File: src/rtl/display_pkg.sv
// Shared types and constants for the 7-segment panel scan controller.
package display_pkg;

  localparam int         NUM_DIGITS = 4;
  localparam logic [3:0] DIG_OFF_N  = 4'hF;

  typedef logic [1:0] digit_sel_t;

  typedef enum logic [1:0] {
    BLANK,
    SHOW,
    OFF
  } scan_state_t;

  // Active-low enable pattern with only the selected digit driven low.
  function automatic logic [3:0] dig_decode(input digit_sel_t s);
    logic [3:0] onehot;
    onehot = 4'b0001 << s;
    return ~onehot;
  endfunction

endpackage

File: src/rtl/scan_slot_timer.sv
// Per-digit slot counter. The flags describe the slot cycle that k takes on
// at the coming clock edge, so the owner can register outputs aligned with it.
module scan_slot_timer #(
  parameter int PRESCALE     = 8,
  parameter int BLANK_CYCLES = 2
) (
  input  logic clk_i,
  input  logic rst_i,
  input  logic en_i,
  input  logic clr_i,
  output logic slot_start_o,
  output logic slot_last_o,
  output logic in_show_o
);

  localparam int             K_W    = $clog2(PRESCALE);
  localparam logic [K_W-1:0] K_LAST = K_W'(PRESCALE - 1);

  logic [K_W-1:0] k_q;
  logic [K_W-1:0] k_d;

  always_comb begin
    k_d = k_q;
    if (clr_i) begin
      k_d = '0;
    end else if (en_i) begin
      k_d = (k_q == K_LAST) ? '0 : k_q + 1'b1;
    end
  end

  always_ff @(posedge clk_i) begin
    if (rst_i) begin
      k_q <= '0;
    end else begin
      k_q <= k_d;
    end
  end

  assign slot_start_o = (k_d == '0);
  assign slot_last_o  = (k_d == K_LAST);

  generate
    if (BLANK_CYCLES == 0) begin : g_no_blank
      assign in_show_o = 1'b1;
    end else begin : g_blank
      assign in_show_o = (k_d >= K_W'(BLANK_CYCLES));
    end
  endgenerate

endmodule

File: src/rtl/display_scan_ctrl.sv
// Time-multiplexed scan scheduler for the 4-digit 7-segment panel, with blanking dead-time.
// Define DISPLAY_ALERT_BLINK_EN to blink the ALERT_DIGIT image while the low-tank alert is active.
module display_scan_ctrl
  import display_pkg::*;
#(
  parameter int PRESCALE     = 8,
  parameter int BLANK_CYCLES = 2,
  parameter int BLINK_FRAMES = 2,
  parameter int ALERT_DIGIT  = 0
) (
  input  logic       CLK,
  input  logic       RST,
  input  logic       scan_en,
  input  logic       alert,
  output logic [1:0] sel,
  output logic [3:0] dig_n,
  output logic       blank,
  output logic       frame_tick
);

  localparam digit_sel_t LAST_SEL = digit_sel_t'(NUM_DIGITS - 1);

  scan_state_t state_q, state_d;
  digit_sel_t  sel_q, sel_d;
  logic [3:0]  dig_n_q, dig_n_d;
  logic        blank_q, blank_d;
  logic        tick_q, tick_d;

  logic        slot_start, slot_last, in_show;
  logic        timer_clr, sel_adv, supp_d;

  // Leaving or sitting in OFF always restarts the held digit at slot cycle 0.
  assign timer_clr = !scan_en || (state_q == OFF);

  scan_slot_timer #(
    .PRESCALE    (PRESCALE),
    .BLANK_CYCLES(BLANK_CYCLES)
  ) u_slot_timer (
    .clk_i       (CLK),
    .rst_i       (RST),
    .en_i        (scan_en),
    .clr_i       (timer_clr),
    .slot_start_o(slot_start),
    .slot_last_o (slot_last),
    .in_show_o   (in_show)
  );

  // sel only moves on a slot wrap, which is always a blanking edge.
  assign sel_adv = scan_en && (state_q != OFF) && slot_start;
  assign sel_d   = sel_adv ? ((sel_q == LAST_SEL) ? '0 : sel_q + 1'b1) : sel_q;
  assign tick_d  = scan_en && slot_last && (sel_d == LAST_SEL);

  always_comb begin
    state_d = BLANK;
    dig_n_d = DIG_OFF_N;
    blank_d = 1'b1;
    if (!scan_en) begin
      state_d = OFF;
    end else if (in_show) begin
      state_d = SHOW;
    end
    if ((state_d == SHOW) && !supp_d) begin
      dig_n_d = dig_decode(sel_d);
      blank_d = 1'b0;
    end
  end

  always_ff @(posedge CLK) begin
    if (RST) begin
      state_q <= BLANK;
      sel_q   <= '0;
      dig_n_q <= DIG_OFF_N;
      blank_q <= 1'b1;
      tick_q  <= 1'b0;
    end else begin
      state_q <= state_d;
      sel_q   <= sel_d;
      dig_n_q <= dig_n_d;
      blank_q <= blank_d;
      tick_q  <= tick_d;
    end
  end

`ifdef DISPLAY_ALERT_BLINK_EN
  localparam int              FC_W      = (BLINK_FRAMES > 1) ? $clog2(BLINK_FRAMES) : 1;
  localparam logic [FC_W-1:0] FC_LAST   = FC_W'(BLINK_FRAMES - 1);
  localparam digit_sel_t      ALERT_SEL = digit_sel_t'(ALERT_DIGIT);

  logic [FC_W-1:0] fc_q, fc_d;
  logic            phase_q, phase_d;
  logic            supp_q;

  // The suppress decision is latched at slot start and held for the whole slot.
  always_comb begin
    fc_d    = fc_q;
    phase_d = phase_q;
    supp_d  = supp_q;
    if (tick_d) begin
      if (fc_q == FC_LAST) begin
        fc_d    = '0;
        phase_d = !phase_q;
      end else begin
        fc_d = fc_q + 1'b1;
      end
    end
    if (scan_en && slot_start) begin
      supp_d = (sel_d == ALERT_SEL) && alert && phase_q;
    end
  end

  always_ff @(posedge CLK) begin
    if (RST) begin
      fc_q    <= '0;
      phase_q <= 1'b0;
      supp_q  <= 1'b0;
    end else begin
      fc_q    <= fc_d;
      phase_q <= phase_d;
      supp_q  <= supp_d;
    end
  end
`else
  logic unused_blink_cfg;

  assign supp_d           = 1'b0;
  assign unused_blink_cfg = alert ^ (ALERT_DIGIT == BLINK_FRAMES);
`endif

  assign sel        = sel_q;
  assign dig_n      = dig_n_q;
  assign blank      = blank_q;
  assign frame_tick = tick_q;

endmodule

File: config.mk
export PLATFORM = sky130hd
export DESIGN_NAME = display_scan_ctrl
export DESIGN_NICKNAME = d
export VERILOG_FILES = /design/src/rtl/display_pkg.sv /design/src/rtl/scan_slot_timer.sv /design/src/rtl/display_scan_ctrl.sv
export SDC_FILE = /design/constraint.sdc
export NUM_CORES = 1
export LEC_CHECK = 0
export CORE_AREA = 2 2 39 41
export DETAILED_ROUTE_END_ITERATION = 12
export DIE_AREA = 0 0 41 43
export DONT_BUFFER_PORTS = 1
export PLACE_DENSITY = 0.65
export REMOVE_ABC_BUFFERS = 1
export SLEW_MARGIN = 20
export SYNTH_ARGS = -nofsm -noshare
export SYNTH_HDL_FRONTEND = slang
export SYNTH_SLANG_ARGS = --single-unit
File: constraint.sdc
create_clock -name CLK -period 1.79 [get_ports CLK]
set_input_delay 0.2685 -clock CLK [delete_from_list [all_inputs] [get_ports CLK]]
set_output_delay 0.2685 -clock CLK [all_outputs]
set_load 0.02 [all_outputs]
==> impl_metrics.csv <==
group,metric,value,unit
critical_path,critical-path-slowest-cell,"dfxtp_2",
grt,grt_use_met2,14.7,%
pwr,power_per_cell_area,865,nW/um^2
synth,yosys.cell_types.count,19,
grt,overflow,0,
clock_network,cts_root_buffer,"clkbuf_4",
grt,grtUsageMet3,7.85,%
synth,synthesis.area,517,sq um
clock_network,post_cts_buffers,0,
grt,gr-usage-met1,14.5,%
critical_path,crit_type,"reg -> reg",
routing,wire_per_inst,11.7,microns
synth,syn_avg_cell_area,10.8,sq um
synth,synthFlopType,"dfxtp_1",
synth,yosysTopAreaCellShare,50.4,%
critical_path,critPathCapture,"frame_tick$_SDFF_PP0_",
pwr,power_frac_comb,6.0,%
layout,layout-drive-gt1-share,23.6,%
critical_path,path_depth,5,
synth,async_reset_ff_share,0,%
die,ioPinCount,12,
routing,drt_pass1_iterations,2,
pwr,cellLeakagePower,0.248,nW
routing,totalWireLength,832,microns
grt,grt_usage,11.6,%
die,core-area,1380,sq um
clock_network,clock_path_buffers,2,
synth,synthTopCellsByArea,"dfxtp_1 50%, ha_1 7.3%, nor2_1 5.1%",
critical_path,setup.worst_path.start,"u_slot_timer.k_q[0]$_SDFF_PP0_",
timing,fin_skew,0.00352,ns
critical_path,r2r_setup_slack,0.07,ns
timing,maxSlewHeadroom,76.1,%
critical_path,crit_fanout,4,
hold_path,hold_path.class,"in -> reg",
critical_path,required,1.98,ns
die,num_rows,14,
routing,antenna_left,0,
clock_network,cts-buffers-inserted,3,
timing,grt_setup_unrepaired,"false",
critical_path,startpoint_type,"flip-flop",
critical_path,ff2ff_path_depth,5,
critical_path,critical_path.cell_chain,"ha_1, and2b_2, o2111ai_4, mux2_4, nor4bb_2",
synth,synth_commonest_cells,"13 x dfxtp_1, 7 x nor2_1, 3 x ha_1, 3 x o21ai_0",
clock_network,cts_resized,1,
grt,grt_max_degree,9,
timing,tns,0,ns
timing,fmax,0.581,GHz
critical_path,path_delay_family,"simple AND/OR/NAND/NOR gates",
critical_path,worstPathArrival,1.91,ns
die,dieWidth,41,microns
die,fp.dieH,43,microns
layout,layout.nets,63,
place,hpwlAfterDp,577,microns
pwr,ir_drop,0.474,mV
pwr,power_switching_share,22.8,%
routing,via_count,348,
grt,grt_pass1_wl,1310,microns
place,place_congestion,0.760,
critical_path,timing.rr.start,"u_slot_timer.k_q[0]$_SDFF_PP0_",
clock_network,clkTransAtPathRegs,0.08,ns
timing,hold_violations,0,
synth,yosysMostFrequentCell,"dfxtp_1",
critical_path,critPathBufInv,0,
timing,period_needed,1.72,ns
timing,worst_pin_slew,0.357,ns
pwr,p_int,0.396,mW
synth,synth_warnings,0,
routing,vias_per_cell,4.90,
routing,drt_iter0_markers,3,
pwr,finalPower,0.513,mW
layout,synthToLayoutAreaGrowth,14.8,%
clock_network,h-tree-depth,1,
timing,slew_violations,0,
timing,fin_crit_sh,96.1,%
synth,yosysSeqAreaShare,50.4,%
pwr,seq_power_share,58.4,%
clock_network,cts.sinks,13,
critical_path,worst_setup_path_end_kind,"flip-flop",
synth,netlist_instances,48,
routing,drcViolationCount,0,
flow_run,maxCapViolations,0,
grt,antenna_found_initial,0,
layout,diodes,0,
critical_path,cpPeakStageDelay,0.35,ns
synth,ys_ff_latch,13,
status,status,"completed",
synth,synth_top_cell_by_area,"dfxtp_1",
clock_network,cts_tree,"done",
place,portBuffers,0,
die,die-area,1760,sq um
grt,top_usage_layer,"met2",
grt,grt_pass1_vias,292,
pwr,p_switching,0.117,mW
clock_network,insertion_delay,0.28,ns
pwr,power_frac_clock,35.5,%
timing,setup-violations-final,0,
clock_network,postCtsHoldBufs,0,
synth,synth_edf_count,0,
die,start_util,37.3,%
critical_path,r2r-end,"frame_tick$_SDFF_PP0_",
[stage by stage]
step,util [%],hold slack [ns],area (sq um),instances,worst slack [ns]
after floorplan,-,0.335,517,48,0.0756
after global placement,40.4,0.336,559,67,0.0676
after detailed placement,40.4,0.340,559,67,0.0679
after CTS,42.8,0.0416,592,71,0.00736
after global routing,42.9,0.0294,593,71,0.00111
final,42.9,0.0443,593,71,0.0696
[layout make-up]
type / instances / area [sq um]
Fill cell: 147 / 791
Sequential cell: 13 / 262
Tap cell: 16 / 20.0
Inverter: 2 / 7.51
Clock buffer: 4 / 26.3
Multi-Input combinational cell: 33 / 255
Timing Repair Buffer: 3 / 22.5
[worst register-to-register path, stage by stage (launching register included)]
cell	delay [ns]
dfxtp_2	0.35
ha_1	0.29
and2b_2	0.23
o2111ai_4	0.20
mux2_4	0.33
nor4bb_2	0.25
[sequential cells by signal (all words and copies together), names as in the netlist]
name and count:
state_q 2, u_slot_timer.k_q 3, dig_n 4, frame_tick 1, blank 1, sel 2
[cells in the final DEF, fill, tap and decap left out, types with 2 or more instances in the layout]
cell type,n
dfxtp_1,12
nor2_1,7
o21ai_0,3
ha_1,3
clkbuf_4,3
buf_4,3
nand2_1,2
nand2b_1,2
nor2b_1,2
nor3_1,2
mux2i_1,2
nor3b_1,2
[layer usage]
metal | share of wire [%] | vias to the layer above | wire length (microns)
li1 | - | 181 | -
met3 | 5.4 | 2 | 45
met5 | 0 | - | 0
met4 | 1.2 | 0 | 10
met2 | 48 | 7 | 399
met1 | 45 | 158 | 375
[kinds of logic (layout without fill, tap and decap cells)]
logic type               count (synthesis)  in the layout  synth area share, %
AO/OA/AOI/OAI                            4              4                 7.99
adder cells (fa/ha/maj)                  3              3                 7.26
buffers and inverters                    2              9                 1.45
flip-flops                              13             13                 50.4
multiplexers                             3              3                 6.78
AND/OR/NAND/NOR                         23             23                 26.2
[worst min path at each step]
stage	startpoint	endpoint	slack [ns]	cells after the start
detailed placement	RST	state_q[1]$_SDFF_PP0_	0.34	1
CTS	RST	state_q[1]$_SDFF_PP0_	0.04	1
global route	RST	state_q[1]$_SDFF_PP0_	0.03	1
global placement	RST	state_q[1]$_SDFF_PP0_	0.34	1
finish	RST	state_q[1]$_SDFF_PP0_	0.04	1
floorplan	RST	state_q[1]$_SDFF_PP0_	0.34	1
[power by group through the flow]
stage               clock network [mW]  registers (mW)  logic (mW)
global placement                     0           0.306      0.0300
floorplan                            0           0.308      0.0218
CTS                              0.186           0.300      0.0310
finish                           0.182           0.300      0.0309
detailed placement                   0           0.306      0.0304
global route                     0.200           0.301      0.0340
(Power assumes the default switching activity.)
